**config.mk**
```make
export PLATFORM = sky130hd
export DESIGN_NAME = fsm_table_engine
export DESIGN_NICKNAME = d
export VERILOG_FILES = /design/src/rtl/fsm_table_engine.sv
export SDC_FILE = /design/constraint.sdc
export NUM_CORES = 1
export LEC_CHECK = 0
export ABC_CLOCK_PERIOD_IN_PS = 7400
export CAP_MARGIN = 20
export CORE_MARGIN = 2
export CORE_UTILIZATION = 30
export DETAILED_ROUTE_END_ITERATION = 12
export SLEW_MARGIN = 20
export SYNTH_ARGS = -nofsm -noshare
export SYNTH_HDL_FRONTEND = slang
export SYNTH_SLANG_ARGS = --single-unit
```
**constraint.sdc**
```tcl
create_clock -name clk -period 7.4 [get_ports clk]
set_input_delay 1.11 -clock clk [delete_from_list [all_inputs] [get_ports clk]]
set_output_delay 1.11 -clock clk [all_outputs]
set_load 0.05 [all_outputs]
```
**src/rtl/fsm_table_engine.sv**
```systemverilog
// fsm_table_engine
//   Table-driven Moore state machine. A next-state table indexed by
//   {current state, condition inputs} and an output table indexed by state
//   are both written through a small configuration port and read
//   combinationally. The engine adds a dwell-timeout that returns a stuck
//   (self-looping) state to the reset state, recovery from illegal state
//   codes, and validation of configuration writes.
//
// Ports
//   clk        in   1   sole clock, rising edge
//   reset      in   1   synchronous, active-high reset
//   en         in   1   advance enable (0 = hold)
//   x          in   NI  condition inputs
//   tmo_limit  in   TW  dwell limit in cycles, 0 disables the timeout
//   cfg_we     in   1   table write strobe
//   cfg_sel    in   1   0 = next-state table, 1 = output table
//   cfg_addr   in   AW  next-state: {state, x}; output: state in low SW bits
//   cfg_data   in   CW  value written (low SW or OW bits used)
//   y          out  SW  current state (registered)
//   z          out  OW  Moore output for y (registered)
//   chg        out  1   pulse: y changed on this edge
//   tmo        out  1   pulse: timeout forced y to RST_ST
//   cfg_err    out  1   pulse: last configuration write rejected
module fsm_table_engine #(
  parameter  int SW     = 3,
  parameter  int NS     = 7,
  parameter  int NI     = 3,
  parameter  int OW     = 3,
  parameter  int TW     = 8,
  parameter  int RST_ST = 0,
  localparam int AW     = SW + NI,
  localparam int CW     = (SW > OW) ? SW : OW
) (
  input  logic          clk,
  input  logic          reset,
  input  logic          en,
  input  logic [NI-1:0] x,
  input  logic [TW-1:0] tmo_limit,
  input  logic          cfg_we,
  input  logic          cfg_sel,
  input  logic [AW-1:0] cfg_addr,
  input  logic [CW-1:0] cfg_data,
  output logic [SW-1:0] y,
  output logic [OW-1:0] z,
  output logic          chg,
  output logic          tmo,
  output logic          cfg_err
);

  localparam int NT_DEPTH = 1 << AW;
  localparam int OT_DEPTH = 1 << SW;

  // NS may equal 2^SW, so the legal-state bound carries one extra bit.
  localparam logic [SW:0]   NS_V      = NS[SW:0];
  localparam logic [SW-1:0] RST_V     = RST_ST[SW-1:0];
  localparam logic [TW-1:0] DWELL_ONE = {{(TW-1){1'b0}}, 1'b1};
  localparam logic [TW-1:0] DWELL_MAX = {TW{1'b1}};

  // True when a state code lies inside the legal range 0..NS-1.
  function automatic logic state_legal(input logic [SW-1:0] s);
    return ({1'b0, s} < NS_V);
  endfunction

  // Table storage
  logic [SW-1:0] nt_mem_r [NT_DEPTH];
  logic [OW-1:0] ot_mem_r [OT_DEPTH];

  // Architectural state
  logic [SW-1:0] y_r;
  logic [OW-1:0] z_r;
  logic          chg_r;
  logic          tmo_r;
  logic          cfg_err_r;
  logic [TW-1:0] dwell_r;

  // Combinational step and configuration decode
  logic [AW-1:0] lut_idx_s;
  logic [SW-1:0] nt_val_s;
  logic          y_legal_s;
  logic          tmo_hit_s;
  logic [SW-1:0] y_next_s;
  logic [OW-1:0] z_next_s;
  logic [SW-1:0] cfg_nt_state_s;
  logic [NI-1:0] cfg_ot_high_s;
  logic [SW-1:0] cfg_ot_state_s;
  logic          cfg_ok_s;

  assign lut_idx_s      = {y_r, x};
  assign nt_val_s       = nt_mem_r[lut_idx_s];
  assign y_legal_s      = state_legal(y_r);
  assign cfg_nt_state_s = cfg_addr[AW-1:NI];
  assign cfg_ot_high_s  = cfg_addr[AW-1:SW];
  assign cfg_ot_state_s = cfg_addr[SW-1:0];

  // Next-state selection: illegal-state recovery, then timeout, then table.
  always_comb begin
    tmo_hit_s = 1'b0;
    y_next_s  = y_r;
    if (!y_legal_s) begin
      y_next_s = RST_V;
    end else if ((tmo_limit != {TW{1'b0}}) && (y_r != RST_V) &&
                 (dwell_r == (tmo_limit - DWELL_ONE)) && (nt_val_s == y_r)) begin
      // Stuck in a self-loop for tmo_limit cycles: bail out to reset state.
      tmo_hit_s = 1'b1;
      y_next_s  = RST_V;
    end else begin
      y_next_s = nt_val_s;
    end
  end

  // Output follows the state being entered, using pre-edge table contents.
  assign z_next_s = ot_mem_r[y_next_s];

  // Configuration write validation.
  always_comb begin
    cfg_ok_s = 1'b0;
    if (cfg_sel == 1'b0) begin
      cfg_ok_s = state_legal(cfg_data[SW-1:0]) && state_legal(cfg_nt_state_s);
    end else begin
      cfg_ok_s = (cfg_ot_high_s == {NI{1'b0}}) && state_legal(cfg_ot_state_s);
    end
  end

  // Table storage: cleared by reset, otherwise written by accepted cfg writes.
  always_ff @(posedge clk) begin
    if (reset) begin
      for (int i = 0; i < NT_DEPTH; i++) begin
        nt_mem_r[i] <= RST_V;
      end
      for (int j = 0; j < OT_DEPTH; j++) begin
        ot_mem_r[j] <= {OW{1'b0}};
      end
    end else if (cfg_we && cfg_ok_s) begin
      if (cfg_sel == 1'b0) begin
        nt_mem_r[cfg_addr] <= cfg_data[SW-1:0];
      end else begin
        ot_mem_r[cfg_ot_state_s] <= cfg_data[OW-1:0];
      end
    end
  end

  // State, output, pulse flags and dwell counter.
  always_ff @(posedge clk) begin
    if (reset) begin
      y_r       <= RST_V;
      z_r       <= {OW{1'b0}};
      chg_r     <= 1'b0;
      tmo_r     <= 1'b0;
      cfg_err_r <= 1'b0;
      dwell_r   <= {TW{1'b0}};
    end else begin
      cfg_err_r <= cfg_we && !cfg_ok_s;
      if (en) begin
        y_r   <= y_next_s;
        z_r   <= z_next_s;
        chg_r <= (y_next_s != y_r);
        tmo_r <= tmo_hit_s;
        if (y_next_s != y_r) begin
          dwell_r <= {TW{1'b0}};
        end else if (dwell_r != DWELL_MAX) begin
          dwell_r <= dwell_r + DWELL_ONE;
        end
      end else begin
        chg_r <= 1'b0;
        tmo_r <= 1'b0;
      end
    end
  end

  assign y       = y_r;
  assign z       = z_r;
  assign chg     = chg_r;
  assign tmo     = tmo_r;
  assign cfg_err = cfg_err_r;

endmodule

```
==> results_dict.tcl <==
set metrics [dict create \
    dr_wl_met3_um 2570 \
    wire_per_inst_um 20.9 \
    diodes 0 \
    slew_viol_final 0 \
    drt-initial-drc-count 888 \
    synth_top_area_share 0.577 \
    clkSinkCount 233 \
    die_area_um2 39000 \
    cts_resized 0 \
    root_buffer "clkbuf_16" \
    grt_pass1_wl_um 44900 \
    synth_common_cells "216 x edfxtp_1, 202 x nor2_1, 61 x nand2_1" \
    layout.nets 943 \
    maxSlewHeadroom 0.222 \
    drc 0 \
    synth_async_sr_flop_share 0 \
    grt_usage 0.152 \
    hpwl_um 19300 \
    tns_ns 0 \
    viasPerCell 5.28 \
    postLayoutCoreUtil 0.353 \
    synth.distinct_cells 67 \
    post_cts_buffers 0 \
    wirelength_um 29400 \
    cts-htree-levels 1 \
    cts_tree "built" \
    top_layer_used "met4" \
    wl_met2_um 14000 \
    synth_edf_count 216 \
    place_congestion 0.810 \
    dpl-instance-area_um2 12100 \
    post-route-period-util 0.650 \
    min_period_ns 4.81 \
    crit_arrival_ns 5.23 \
    coreArea_um2 36800 \
    worstSetupPathType "in2reg" \
    synth-seq-area-share 0.607 \
    ant_nets 0 \
    clockBufferDepth 3 \
    layout-drive-gt1-share 0.139 \
    synthToLayoutAreaGrowth_pct 15.5 \
    clkSlewWorstSetupHoldPaths_ns 0.06 \
    status "complete, no violations" \
    endpoint_kind "flop" \
    cts_buffers 26 \
    max-vdd-ir-drop_uv 138 \
    dr.pass1.iters 6 \
    port_buffers 33 \
    hold_buffers 0 \
    crit_required_ns 7.83 \
    worst_pin_slew_ns 1.16 \
    ys_warn_count 0 \
    max_freq_mhz 208 \
    path_max_fanout 13 \
    synth_top_area_cell "edfxtp_1" \
    wl_met1_um 12300 \
    num_vias 7401 \
    antenna_found_initial 0 \
    dieWidth_um 198 \
    grt_pass1_vias 7289 \
    synth_area_leaders "edfxtp_1 58%, mux4_2 10%, nor2_1 6.7%" \
    syn_area_um2 11200 \
    clk_latency_ns 0.54 \
    hp-class "reg2reg" \
    powerDensity_nw_per_um2 258 \
    finalClockSkew_ns 0.00910 \
    setup_viol 0 \
    syn_avg_cell_area_um2 12.7 \
    rows 70 \
    worstSetupStartpointType "primary input" \
    grt_max_degree 84 \
    yosysMostFrequentCell "edfxtp_1" \
    hold_viol 0 \
    io_pins 34 \
    rsz0062_at_grt "no" \
    dieHeight_um 198 \
    p_leak_nw 4.52 \
    design_area_um2 13000 \
    ys_ff_latch 233 \
    synth_cells 885 \
    ys.flop_type "edfxtp_1" \
    initial_core_util 0.306 \
    gr-total-overflow 0 \
    maxCapViolCount 0 \
]
layout by cell type, fill, tap and decap left out, drive strengths merged, types with 12 or more instances in the layout:
cell           synthesis  final
edfxtp               216    216
nor2                 203    203
nand2                 61     61
a21o                  60     60
mux4                  50     50
mux2i                 31     31
clkdlybuf4s50          0     30
clkbuf                56     29
conb                   1     27
and3                  20     20
dfxtp                 17     17
buf                   14     17
clkinv                 3     15
nor3                  13     13
and2                  12     12
critical path, stage by stage:
cell	delay, ns
clkdlybuf4s50_1	1.02
buf_4	0.36
mux4_2	0.32
mux2i_1	0.22
a2111oi_0	0.15
and3_1	0.30
o21ai_0	0.31
a2111oi_4	0.14
a211oi_4	0.67
mux2i_1	0.27
mux2i_1	0.09
o221a_1	0.26
final timing paths:
path | to | slack, ns | depth (start not counted) | startpoint
setup / recovery | z[2] | 2.59 | 12 | x[2]
hold / removal | dwell_r[4] | 0.55 | 2 | dwell_r[4]
setup reg to reg | z[2] | 2.94 | 10 | y[0]
hold reg to reg | dwell_r[4] | 0.55 | 2 | dwell_r[4]
per-stage QoR:
stage	hold WS, ns	cells	setup slack (ns)	total power, mW
2_1_floorplan	0.494	911	3.32	1.86
6_report	0.550	1403	2.59	3.35
5_1_grt	0.574	1403	2.38	3.45
3_5_place_dp	0.542	1356	2.09	1.99
4_1_cts	0.550	1403	2.63	3.36
3_3_place_gp	0.527	1356	1.87	1.98
metal layers:
layer  vias to the layer above  GRT usage
met5                         -          0
met4                         0     0.0370
met3                        41     0.0273
met2                       321      0.253
met1                      3726      0.207
li1                       3313          -
layout make-up:
type,count,area [um2]
fillers,3546,23800
clock buffers,29,682
multi-input cells,594,4170
inverters,14,52.6
well taps,468,586
flip-flops and latches,233,6830
repair buffers,47,425
clock inverters,18,249
power breakdown:
part | switching, mW | internal [mW]
logic | 0.245 | 0.170
clock network | 0.546 | 0.843
registers | 0.0398 | 1.51
total | 0.830 | 2.52
registers in the layout, indices dropped and copies added, names as in the netlist:
name,flops
ot_mem_r,24
dwell_r,8
tmo,1
nt_mem_r,192
y,3
cfg_err,1
chg,1
z,3
logic make-up after synthesis:
family / Yosys count / share of synthesized area
flops: 233 / 0.607
simple gates: 353 / 0.138
fa+ha+maj: 2 / 0.00223
compound gates: 119 / 0.0823
buf+inv: 84 / 0.0326
mux: 84 / 0.131
xor+xnor: 9 / 0.00701
other cells: 1 / 0.000334
(Power assumes the default switching activity.)
